**src/rtl/mem_arb_pkg.sv**
```systemverilog
// Shared types and constants for the two-port memory arbiter.
// Optional feature macro: MEM_ARB_TIMEOUT_EN (BUSY watchdog with sticky error).
package mem_arb_pkg;

  typedef enum logic [1:0] {
    IDLE    = 2'd0,
    BUSY    = 2'd1,
    RELEASE = 2'd2
  } arb_state_e;

  typedef logic port_idx_t;

  localparam int        NUM_REQ     = 2;
  localparam port_idx_t PORT_ICACHE = 1'b0;
  localparam port_idx_t PORT_DCACHE = 1'b1;

  // One-hot ack vector for a given port index.
  function automatic logic [NUM_REQ-1:0] port_onehot(input port_idx_t p);
    return (p == PORT_DCACHE) ? 2'b10 : 2'b01;
  endfunction

endpackage

```
**src/rtl/mem_arb_rr_pick.sv**
```systemverilog
// Combinational two-way round-robin picker: on a tie the port that did
// not win last time is chosen; a lone request always wins.
module mem_arb_rr_pick
  import mem_arb_pkg::*;
(
  input  logic [NUM_REQ-1:0] request,
  input  port_idx_t          last,
  output port_idx_t          grant,
  output logic               valid
);

  // Pick the winner from the current requests and the previous grant.
  always_comb begin
    valid = |request;
    grant = PORT_ICACHE;
    if (request == 2'b11) begin
      grant = ~last;
    end else if (request[PORT_DCACHE]) begin
      grant = PORT_DCACHE;
    end
  end

endmodule

```
**src/rtl/mem_port_arbiter.sv**
```systemverilog
// Shares one Data_Memory port between the icache (port 0) and dcache
// (port 1) controllers. Round-robin grant, command latched for the whole
// transaction, ack/read data steered only to the granted port, and one
// dead RELEASE cycle after every transaction.
// Optional feature macro: MEM_ARB_TIMEOUT_EN (BUSY watchdog, sticky err_o).
//
// Handshake: a requester holds req_enable_i high until it sees its
// one-cycle req_ack_o pulse and drops it by the following cycle; the
// arbiter holds mem_enable_o high from the grant edge until the cycle
// after the memory's one-cycle mem_ack_i pulse, and never raises
// mem_enable_o in the cycle immediately after an ack.
module mem_port_arbiter
  import mem_arb_pkg::*;
#(
  parameter int ADDR_W         = 32,
  parameter int DATA_W         = 256,
  parameter int TIMEOUT_CYCLES = 64
) (
  input  logic                            clk_i,
  input  logic                            rst_i,
  input  logic [NUM_REQ-1:0]              req_enable_i,
  input  logic [NUM_REQ-1:0]              req_write_i,
  input  logic [NUM_REQ-1:0][ADDR_W-1:0]  req_addr_i,
  input  logic [NUM_REQ-1:0][DATA_W-1:0]  req_data_i,
  output logic [NUM_REQ-1:0]              req_ack_o,
  output logic [DATA_W-1:0]               req_data_o,
  output logic                            mem_enable_o,
  output logic                            mem_write_o,
  output logic [ADDR_W-1:0]               mem_addr_o,
  output logic [DATA_W-1:0]               mem_data_o,
  input  logic                            mem_ack_i,
  input  logic [DATA_W-1:0]               mem_data_i,
  output logic                            err_o,
  output arb_state_e                      dbg_state_o
);

  arb_state_e  state_q;
  port_idx_t   grant_q;
  port_idx_t   last_q;
  logic        mem_en_q;
  logic        cmd_write_q;
  logic [ADDR_W-1:0] cmd_addr_q;
  logic [DATA_W-1:0] cmd_data_q;

  port_idx_t   pick_grant;
  logic        pick_valid;
  logic        timeout_hit;
  logic        busy_done;

  mem_arb_rr_pick u_pick (
    .request (req_enable_i),
    .last    (last_q),
    .grant   (pick_grant),
    .valid   (pick_valid)
  );

`ifdef MEM_ARB_TIMEOUT_EN
  localparam int CNT_W = $clog2(TIMEOUT_CYCLES + 1);

  logic [CNT_W-1:0] wait_q;
  logic             err_q;

  // The limit is reached in the TIMEOUT_CYCLES-th BUSY cycle; an ack in
  // that same cycle takes priority and is treated as a normal completion.
  assign timeout_hit = (state_q == BUSY) && !mem_ack_i &&
                       (wait_q == CNT_W'(TIMEOUT_CYCLES - 1));

  // Count BUSY cycles, restarting at every grant.
  always_ff @(posedge clk_i or posedge rst_i) begin
    if (rst_i) begin
      wait_q <= '0;
    end else if (state_q == IDLE && pick_valid) begin
      wait_q <= '0;
    end else if (state_q == BUSY) begin
      wait_q <= wait_q + CNT_W'(1);
    end
  end

  // Sticky error flag, cleared only by reset.
  always_ff @(posedge clk_i or posedge rst_i) begin
    if (rst_i) begin
      err_q <= 1'b0;
    end else if (timeout_hit) begin
      err_q <= 1'b1;
    end
  end

  assign err_o = err_q;
`else
  // A zero limit has no meaning; the watchdog itself is not built here.
  if (TIMEOUT_CYCLES < 1) begin : g_timeout_range_bad
  end

  assign timeout_hit = 1'b0;
  assign err_o       = 1'b0;
`endif

  assign busy_done = (state_q == BUSY) && (mem_ack_i || timeout_hit);

  // Arbitration FSM with latched command and registered memory-side outputs.
  always_ff @(posedge clk_i or posedge rst_i) begin
    if (rst_i) begin
      state_q     <= IDLE;
      grant_q     <= PORT_ICACHE;
      last_q      <= PORT_DCACHE;
      mem_en_q    <= 1'b0;
      cmd_write_q <= 1'b0;
      cmd_addr_q  <= '0;
      cmd_data_q  <= '0;
    end else begin
      case (state_q)
        IDLE: begin
          if (pick_valid) begin
            grant_q     <= pick_grant;
            last_q      <= pick_grant;
            cmd_write_q <= req_write_i[pick_grant];
            cmd_addr_q  <= req_addr_i[pick_grant];
            cmd_data_q  <= req_data_i[pick_grant];
            mem_en_q    <= 1'b1;
            state_q     <= BUSY;
          end
        end
        BUSY: begin
          if (busy_done) begin
            mem_en_q <= 1'b0;
            state_q  <= RELEASE;
          end
        end
        RELEASE: begin
          state_q <= IDLE;
        end
        default: begin
          mem_en_q <= 1'b0;
          state_q  <= IDLE;
        end
      endcase
    end
  end

  // Steer the completion back to the granted port only; data only on a real ack.
  always_comb begin
    req_ack_o  = '0;
    req_data_o = '0;
    if (busy_done) begin
      req_ack_o = port_onehot(grant_q);
    end
    if (state_q == BUSY && mem_ack_i) begin
      req_data_o = mem_data_i;
    end
  end

  assign mem_enable_o = mem_en_q;
  assign mem_write_o  = cmd_write_q;
  assign mem_addr_o   = cmd_addr_q;
  assign mem_data_o   = cmd_data_q;
  assign dbg_state_o  = state_q;

endmodule

```
**config.mk**
```make
export PLATFORM = sky130hd
export DESIGN_NAME = mem_port_arbiter
export DESIGN_NICKNAME = d
export VERILOG_FILES = /design/src/rtl/mem_arb_pkg.sv /design/src/rtl/mem_arb_rr_pick.sv /design/src/rtl/mem_port_arbiter.sv
export SDC_FILE = /design/constraint.sdc
export NUM_CORES = 1
export LEC_CHECK = 0
export BUFFER_PORTS_ARGS = -buffer_cell sky130_fd_sc_hd__clkbuf_2
export CORE_AREA = 2 2 548 550
export CTS_CLUSTER_SIZE = 40
export DETAILED_ROUTE_END_ITERATION = 7
export DIE_AREA = 0 0 550 552
export GPL_ROUTABILITY_DRIVEN = 0
export PLACE_DENSITY = 0.3
export SYNTH_ARGS = -nofsm -noshare
export SYNTH_HDL_FRONTEND = slang
export SYNTH_HIERARCHICAL = 1
export SYNTH_SLANG_ARGS = --single-unit
```
**constraint.sdc**
```tcl
create_clock -name clk_i -period 11.7 [get_ports clk_i]
set_input_delay 2.34 -clock clk_i [delete_from_list [all_inputs] [get_ports clk_i]]
set_output_delay 2.34 -clock clk_i [all_outputs]
set_load 0.01 [all_outputs]
```
==> parameters.txt, run 1 <==
Parameter                              Value

Die
  Width of the die    550 um
  Io pins    1390
  Vert. Die Dim    552 um
  Floorplan core area    298300 um^2
  Die Outline Area    303600 um^2
  Row cnt    201
  Starting Density    0.05061

Timing
  Number of pins with negative max-slew slack in the final report    0
  Final critical-path required period    7044 ps
  Layout Skew    27.66 ps
  Fin Setup TNS    0 ps
  Highest achievable clock rate    0.1420 GHz
  # setup viols final    0
  RSZ-0062 raised after global routing    no
  Relative slew slack    0.1898
  Part of the cycle the worst path needs    0.6021
  Number of failing hold endpoints at the final stage    0
  Worst slew pin tran    1215 ps

Setup path
  Reg2reg start    last_q
  Arrival time of data at the critical path endpoint    4700 ps
  Cells along the critical path    clkbuf_2, nand2_1, nor2_4, buf_4, buf_4, and2_1, clkbuf_2
  Critical path start-end classification    in2out
  Delay-heaviest family, CP    buffers and inverters
  Category of the worst setup path launch point    input port
  Slowest stage delay, CP    750 ps
  Reg2Reg Capture Point    mem_data_o[87]
  Setup slack on the worst flop-to-flop path    8180 ps
  Critical-path cell with the highest stage delay    buf_4
  Cells on worst reg2reg path    5
  Worst Path Buf+Inv    4
  Critical Path RT    9360 ps
  Maximum net fanout on the critical path    132
  Worst setup EP type    primary output

CTS
  CTS tree    built
  Clock H-tree levels    2
  Worst-skew pair later-pin latency    650 ps
  Cell chosen for the clock root    clkbuf_16
  Clock Path Buffers    3
  Clock sink count    294
  Count of buffers added by post-CTS timing repair for setup    0
  Clock-pin slew of the registers on the worst-case setup and hold paths    50 ps
  Number of buffers created by CTS    45
  Total of cells resized after clock tree synthesis    0
  Total of hold buffers inserted after clock tree synthesis    0

Synthesis
  Leading cell type by number of instances after synthesis    nand2_1
  Post-synth EDFFs    0
  Post-Synthesis Mean Instance Area    9.652 um^2
  Cell type with the largest total area after synthesis    dfrtp_1
  Sequential-to-total area share from yosys stat    0.4874
  Fraction of synthesis flops using an asynchronous set or reset pin    1.000
  Number of register bits inferred by synthesis    294
  Share of the synthesized area in the top cell type    0.4857
  Cell count after synthesis    1564
  Ys flop type    dfrtp_1
  Synth top area cells    dfrtp_1 49%, mux2i_1 19%, and2_1 11%
  Summed instance area of the synthesized netlist    15100 um^2
  Syn_nets    2403
  Synthesis warning total    6
  Most frequent cells after synthesis    294 x nand2_1, 293 x dfrtp_1, 290 x mux2i_1
  Number of distinct standard cells referenced by the synthesized netlist    22

GRT
  Overall routing resource usage    0.1291
  Via count of the first global-routing pass    18040
  Maximum number of pins on one net before global-route repair    177
  Global-route wire length before repair    242100 um
  Antenna violations before repair    266
  Gr ovfl total    0

Route
  # DRC    0
  Remaining antenna violation count    0
  Number of violations reported at the end of detailed-routing iteration 0    858
  Total wirelength of the detailed-routed design    202800 um
  Drt pass-1 iters    5
  Drt via density    2.593
  Vias    18010
  Mean routed wirelength per cell    29.19 um

Flow run
  Max Cap Viol    0

Power
  Power per Cell Area    185.8 nW/um^2
  Peak ir drop on the vdd network    0.1081 mV
  Overall power after layout    5.253 mW
  Cell leakage power    13.76 nW

Min path
  Depth of the worst hold-timing path    2
  HP Start    mem_addr_o[1]
  End of the worst hold path    mem_addr_o[1]
  Worst min path class    reg2reg

Finish
  Register area    7358 um^2
  Share of cells above drive strength 1    0.5090
  Filler cell count    35110
  Layout-stage area growth over the synthesis result    87.27%
  Count of nets after finishing    3732
  Area of combinational cells with multiple inputs    7144 um^2

Placement
  HPWL after detailed placement    187100 um
  Quantity of I/O buffers inserted on ports    1388

Status
  Outcome    completed
per-stage QoR:
stage / cells / util / hold WS (ps) / instance area (um^2) / setup slack, ps
2_1_floorplan: 1564 / - / 439.1 / 15100 / 1243
3_3_place_gp: 6804 / 0.08921 / 463.3 / 26610 / 4748
3_5_place_dp: 6804 / 0.08921 / 469.3 / 26610 / 4636
4_1_cts: 6887 / 0.09428 / 481.4 / 28120 / 4635
5_1_grt: 6899 / 0.09438 / 505.2 / 28150 / 4323
6_report: 6947 / 0.09478 / 477.1 / 28270 / 4656
final cells by class:
type / instances / share of cell area
multi-input cells: 1141 / 0.2527
repair buffers: 1408 / 0.2524
inverters: 3 / 0.0006639
diodes: 60 / 0.005311
clock buffers: 61 / 0.04665
well taps: 3958 / 0.1752
flip-flops and latches: 294 / 0.2603
clock inverters: 22 / 0.006816
worst reg2reg max path: stages, from the launching register on:
cell,delay [ps]
dfstp_2,380
a21boi_4,780
buf_4,590
buf_4,970
mux2i_1,540
o21ai_0,130
routing by layer:
| metal | global-route usage | wire length, um |
|---|---|---|
| met1 | 0.1195 | 65860 |
| met2 | 0.2315 | 100200 |
| met3 | 0.08756 | 28990 |
| met4 | 0.02718 | 5911 |
| met5 | 0 | 1785 |
worst max-delay path by stage:
stage / depth (start not counted) / start / slack [ps] / to
after floorplan: 1 / rst_i / 1240 / dbg_state_o[0]
after global placement: 7 / mem_ack_i / 4750 / req_data_o[145]
after detailed placement: 7 / mem_ack_i / 4640 / req_data_o[186]
after CTS: 7 / mem_ack_i / 4640 / req_data_o[186]
after global routing: 7 / mem_ack_i / 4320 / req_data_o[186]
final: 7 / mem_ack_i / 4660 / req_data_o[186]
sequential cells by signal, summed over array words and instances, names as in the netlist:
name and cells:
dbg_state_o 2, grant_q 1, last_q 1, mem_addr_o 32, mem_data_o 256, mem_enable_o 1, mem_write_o 1
logic make-up after synthesis:
| group | Yosys count | share of synthesized area |
|---|---|---|
| and+or+nand+nor | 558 | 0.1823 |
| buffers and inverters | 129 | 0.04070 |
| DFF | 294 | 0.4874 |
| other | 1 | 0.0002484 |
| AOI/OAI and AO/OA | 292 | 0.09697 |
| muxes | 290 | 0.1923 |
power breakdown:
group	total, mW	internal, mW	leakage, nW	switching [mW]
Combinational	2.19	0.691	9.39	1.50
Clock	1.43	0.836	0.750	0.594
Sequential	1.63	1.41	3.62	0.219
placed cells by master, fill, tap and decap left out, types with 2 or more instances in the layout:
cell type / n
inv_8: 2
clkbuf_16: 47
dfrtp_1: 293
clkinv_2: 11
inv_1: 2
buf_4: 17
clkinvlp_4: 3
bufinv_16: 2
mux2i_1: 290
inv_6: 4
buf_12: 3
clkbuf_2: 1388
clkbuf_8: 9
o21ai_0: 192
clkbuf_1: 5
nand2_1: 294
and2_1: 257
diode_2: 60
o21ai_1: 98
(Power assumes the default switching activity.)
==> inputs of run 2 (changes only) <==
Clock period 11.7 ns to 6.5 ns, I/O delays scaled along.
==> run 2 against run 1 <==
  * Final cell count rose by 0.12%
  * Cell area up 0.45%
  * Count of clock-buffer cells in the layout is 7 higher
  * Setup slack worse by 2800 ps
  * Sequential share of layout area decreased by 0.12 points
  * Utilization barely moved
  * Sequential power is 80% higher
  * Largest cell class unchanged
  * Largest power group unchanged
  * Highest routed layer unchanged
==> parameters.txt, run 2 (synthesis gave the netlist of run 1 again) <==
Parameter                              Value

Placement
  HPWL after detailed placement    180000 um
  Post-place instance area    26690 um^2
  Number of placed cells counting well taps    6805
  Quantity of I/O buffers inserted on ports    1388

CTS
  Clock sink count    294
  Cell chosen for the clock root    clkbuf_16
  Number of buffers created by CTS    47
  CTS tree    built
  Total of hold buffers inserted after clock tree synthesis    0
  Clock Path Buffers    3
  Clock H-tree levels    2
  Count of buffers added by post-CTS timing repair for setup    0
  Worst-skew pair later-pin latency    680 ps
  Clock-pin slew of the registers on the worst-case setup and hold paths    50 ps
  Total of cells resized after clock tree synthesis    0

Die
  Starting Density    0.05061
  Io pins    1390
  Width of the die    550 um
  Row cnt    201
  Vert. Die Dim    552 um
  Die Outline Area    303600 um^2
  Floorplan core area    298300 um^2

Setup path
  Reg2reg start    last_q
  Setup slack on the worst flop-to-flop path    3890 ps
  Dominant cell type by count on the critical path    clkbuf_2
  Critical path start-end classification    in2out
  Slowest stage delay, CP    720 ps
  Cells on worst reg2reg path    5
  Critical Path RT    5200 ps
  Maximum net fanout on the critical path    127
  Arrival time of data at the critical path endpoint    3320 ps
  Reg2Reg Capture Point    mem_data_o[85]
  Critical-path cell with the highest stage delay    nor2_4
  Worst setup startpoint    mem_ack_i
  Category of the worst setup path launch point    input port
  Worst setup EP type    primary output
  Cells along the critical path    clkbuf_2, nand2_1, nor2_4, buf_12, and2_1, clkbuf_2

GRT
  Global-route wire length before repair    234500 um
  Via count of the first global-routing pass    17850
  Antenna violations before repair    255
  Overall routing resource usage    0.1251
  Gr ovfl total    0
  Maximum number of pins on one net before global-route repair    164

Timing
  # setup viols final    0
  Layout Skew    37.08 ps
  Fin Setup TNS    0 ps
  RSZ-0062 raised after global routing    no
  Final critical-path required period    4617 ps
  Highest achievable clock rate    0.2166 GHz
  Number of pins with negative max-slew slack in the final report    0
  Relative slew slack    0.3620
  Worst slew pin tran    957.1 ps
  Number of failing hold endpoints at the final stage    0
  Part of the cycle the worst path needs    0.7103

Route
  Total wirelength of the detailed-routed design    196800 um
  Number of violations reported at the end of detailed-routing iteration 0    775
  Remaining antenna violation count    0
  Drt via density    2.569
  # DRC    0
  Vias    17870
  Drt pass-1 iters    5
  Mean routed wirelength per cell    28.30 um

Finish
  Final Cell Area    28400 um^2
  Non-filler cells in the finished layout    6955
  Layout-stage area growth over the synthesis result    88.11%
  Commonest non-fill, non-tap cell in the layout    clkbuf_2
  Flip-flop count of the largest register after layout    256
  Count of nets after finishing    3735
  Share of cells above drive strength 1    0.5073
  Highest-count cells in the layout ignoring fill and taps    1388 x clkbuf_2, 294 x nand2_1, 293 x dfrtp_1

Flow run
  Max Cap Viol    0

Power
  Power per Cell Area    335.2 nW/um^2
  Peak ir drop on the vdd network    0.1874 mV
  Cell leakage power    13.78 nW

Status
  Outcome    completed

Min path
  Depth of the worst hold-timing path    2
  HP Start    mem_data_o[76]
  Worst min path class    reg2reg
  End of the worst hold path    mem_data_o[76]
[run 2: layout make-up]
type,instances,area [um^2]
antenna,64,160.2
clock buffer,68,1345
clock inverter,18,203.9
fill,35080,269900
inverter,3,15.01
multi-input combinational,1141,7144
sequential,294,7358
tap,3958,4952
timing repair buffer,1409,7217
[run 2: power by group]
group | total, mW | internal, mW | switching (mW)
registers | 2.94 | 2.54 | 0.402
clock network | 2.63 | 1.52 | 1.11
logic | 3.95 | 1.26 | 2.69
total | 9.52 | 5.32 | 4.20
[run 2: worst max-delay path: cells and delay by family]
family	cells	cell delay, ps
AND/OR/NAND/NOR	3	1060
buffers and inverters	3	640
[run 2: worst max-delay path by stage]
stage,to,slack [ps],cells past startpoint
global route,req_data_o[214],1760,6
detailed placement,req_data_o[156],1860,6
CTS,req_data_o[156],1870,6
floorplan,dbg_state_o[0],1300,1
finish,req_data_o[114],1880,6
global placement,req_data_o[156],1930,6
[run 2: routing by layer]
layer  vias up  global-route usage  share of wire
met5         -                   0         0.0078
met2      1152              0.2321           0.51
met1      7989              0.1125           0.32
met3       510             0.07559           0.13
met4       234             0.03414          0.033
li1       7983                   -              -
[run 2: stage by stage]
| step | setup WS (ps) | total power, mW | hold slack (ps) | util |
|---|---|---|---|---|
| after floorplan | 1298 | 4.473 | 439.1 | - |
| after global placement | 1926 | 7.114 | 464.0 | 0.08947 |
| after global routing | 1755 | 10.22 | 504.8 | 0.09489 |
| final | 1883 | 9.519 | 474.9 | 0.09520 |
| after detailed placement | 1864 | 7.144 | 469.9 | 0.08947 |
| after CTS | 1866 | 9.948 | 482.8 | 0.09467 |
==> inputs of run 3 (changes only) <==
Settings changed: ABC_AREA set to 1, CORE_AREA 2 2 548 550 to 2 2 542 544, DIE_AREA 0 0 550 552 to 0 0 544 546.
Clock period 6.5 ns to 4.19 ns, I/O delays scaled along.
==> run 3 against run 2 <==
  * Utilization increased by 0.79 points
  * Global-route usage is 0.12 points higher
  * Die area down 2.2%
  * Critical path depth decreased by 2
  * Largest cell class is now buffers
  * Worst hold slack got worse by 240 ps
  * Final cell count grew 16%
  * Combinational power rose by 120%
  * Register-to-register slack lost 1900 ps
  * Synthesized area grew 11%
  * Synthesized cell count is 74% higher
  * Sequential share of layout area down 1.5 points
  * Setup slack got worse by 1400 ps
==> parameters.txt, run 3 <==
Parameter                              Value

Status
  Outcome    completed

Timing
  Worst slew pin tran    965.4 ps
  Relative slew slack    0.3564
  Layout Skew    67.75 ps
  RSZ-0062 raised after global routing    no
  Setup slack after layout    529.4 ps
  Final Hold Slack    234.2 ps
  Number of failing hold endpoints at the final stage    0
  Part of the cycle the worst path needs    0.8736
  Final critical-path required period    3661 ps
  Number of pins with negative max-slew slack in the final report    0
  # setup viols final    0
  Highest achievable clock rate    0.2732 GHz

Power
  Sw frac    0.4761
  Design internal power    9.344 mW
  Peak ir drop on the vdd network    0.3082 mV
  Cell leakage power    17.73 nW
  Combinational Power Share    0.489
  Power per Cell Area    592.5 nW/um^2
  Part of the power in the clock network    0.232
  Switching pwr    8.492 mW
  Overall power after layout    17.84 mW
  Relative contribution of sequential cells to total power    0.279

CTS
  Total of cells resized after clock tree synthesis    0
  Worst-skew pair later-pin latency    690 ps
  Count of buffers added by post-CTS timing repair for setup    0
  Clock Path Buffers    3
  Cell chosen for the clock root    clkbuf_16
  Clock-pin slew of the registers on the worst-case setup and hold paths    50 ps
  Total of hold buffers inserted after clock tree synthesis    0
  Clock sink count    294
  CTS tree    built
  Clock H-tree levels    2
  Number of buffers created by CTS    46

Setup path
  Cells on worst reg2reg path    7
  Arrival time of data at the critical path endpoint    2820 ps
  Critical-path cell with the highest stage delay    nand3_4
  Setup slack on the worst flop-to-flop path    1980 ps
  Slowest stage delay, CP    680 ps
  Critical path start-end classification    reg2out
  Category of the worst setup path launch point    flop
  Reg2reg start    last_q
  Critical Path RT    3350 ps
  Worst setup EP type    primary output
  Reg2Reg Capture Point    mem_data_o[72]
  Maximum net fanout on the critical path    69
  Cells along the critical path    nand3_4, buf_12, nor2_1, clkbuf_2

Die
  Starting Density    0.05720
  Die Outline Area    297000 um^2
  Width of the die    544 um
  Row cnt    199
  Io pins    1390
  Floorplan core area    292100 um^2
  Vert. Die Dim    546 um

Finish
  Non-filler cells in the finished layout    8045
  Filler cell count    34720
  Layout-stage area growth over the synthesis result    80.18%
  Highest-count cells in the layout ignoring fill and taps    1742 x nand2_1, 1388 x clkbuf_2, 293 x dfrtp_1
  Commonest non-fill, non-tap cell in the layout    nand2_1
  Share of cells above drive strength 1    0.3734
  Utilization of the core after routing    0.1031
  Count of nets after finishing    4902
  Flip-flop count of the largest register after layout    256

Flow run
  Max Cap Viol    0

Route
  Total wirelength of the detailed-routed design    195300 um
  Vias    22640
  # DRC    0
  Drt via density    2.814
  Mean routed wirelength per cell    24.28 um
  Drt pass-1 iters    8
  Remaining antenna violation count    0
  Number of violations reported at the end of detailed-routing iteration 0    1214

Synthesis
  Most frequent cells after synthesis    1743 x nand2_1, 293 x dfrtp_1, 260 x inv_1
  Share of the synthesized area in the top cell type    0.4389
  Sequential-to-total area share from yosys stat    0.4404
  Syn_nets    3562
  Number of distinct standard cells referenced by the synthesized netlist    16
  Leading cell type by number of instances after synthesis    nand2_1
  Number of register bits inferred by synthesis    294
  Fraction of synthesis flops using an asynchronous set or reset pin    1.000
  Summed instance area of the synthesized netlist    16710 um^2
  Post-Synthesis Mean Instance Area    6.136 um^2
  Synth top area cells    dfrtp_1 44%, nand2_1 39%, inv_1 5.8%
  Post-synth EDFFs    0
  Cell type with the largest total area after synthesis    dfrtp_1
  Ys flop type    dfrtp_1
  Cell count after synthesis    2723
  Synthesis warning total    6

Placement
  Worst Setup Slack post-DPL    730.6 ps
  HPWL after detailed placement    172200 um
  Number of placed cells counting well taps    7934
  Quantity of I/O buffers inserted on ports    1388

GRT
  Overall routing resource usage    0.1264
  Global-route wire length before repair    241900 um
  Via count of the first global-routing pass    22840
  Antenna violations before repair    154
  Maximum number of pins on one net before global-route repair    114
  Gr ovfl total    0

Min path
  Worst min path class    in2async
-- run 3: changes by cell type in the layout (fill, tap and decap cells not counted), sizes merged, moves of 257 or more --
cell / change
nand2: +1449
mux2i: -290
o21ai: -288
inv: +261
nor2: +258
and2: -257
-- run 3: power groups by stage --
stage               Combinational, mW  Sequential (mW)  Clock [mW]
finish                           8.72             4.98        4.13
global route                     9.63             5.14        4.43
CTS                              9.10             5.00        4.36
detailed placement               9.08             5.01           0
global placement                 9.06             5.00           0
floorplan                        3.40             5.52           0
-- run 3: area by class of cell --
class,count,area (um^2),area share
timing repair buffer,1447,7602,0.2525
clock inverter,15,222.7,0.007398
inverter,264,1002,0.03329
tap,3919,4903,0.1629
multi-input combinational,2010,7592,0.2522
antenna,29,72.57,0.002411
clock buffer,67,1350,0.04485
sequential,294,7358,0.2444
-- run 3: per-stage QoR --
stage                     setup TNS [ps]  instance area [um^2]
after CTS                              0                 30030
after global routing                   0                 30060
after global placement                 0                 28460
final                                  0                 30100
after floorplan                  -161240                 16710
after detailed placement               0                 28460
-- run 3: kinds of logic after synthesis --
family                 synth area share
flip-flops                       0.4404
buffers and inverters            0.1070
AND/OR/NAND/NOR                  0.4514
other                         0.0002245
AO/OA/AOI/OAI                 0.0008984
-- run 3: how the worst max path moves through the flow --
stage | to | startpoint | cells after the start
2_1_floorplan | dbg_state_o[0] | rst_i | 1
3_3_place_gp | req_data_o[9] | mem_ack_i | 5
3_5_place_dp | req_data_o[30] | mem_ack_i | 5
4_1_cts | req_data_o[30] | dbg_state_o[0] | 4
5_1_grt | req_data_o[96] | dbg_state_o[0] | 4
6_report | req_data_o[94] | dbg_state_o[0] | 4
-- run 3: critical path: cells and delay by family (launching register included) --
family        cells  cell delay [ps]
flops             1              500
simple gates      2              850
buf+inv           2              640
-- run 3: layer usage --
metal / vias to the layer above / wire, um / GRT usage
met5: - / 573 / 0
met4: 86 / 8454 / 0.04973
met3: 349 / 17440 / 0.04418
met1: 10410 / 70510 / 0.1317
li1: 10550 / - / -
met2: 1237 / 98360 / 0.2294
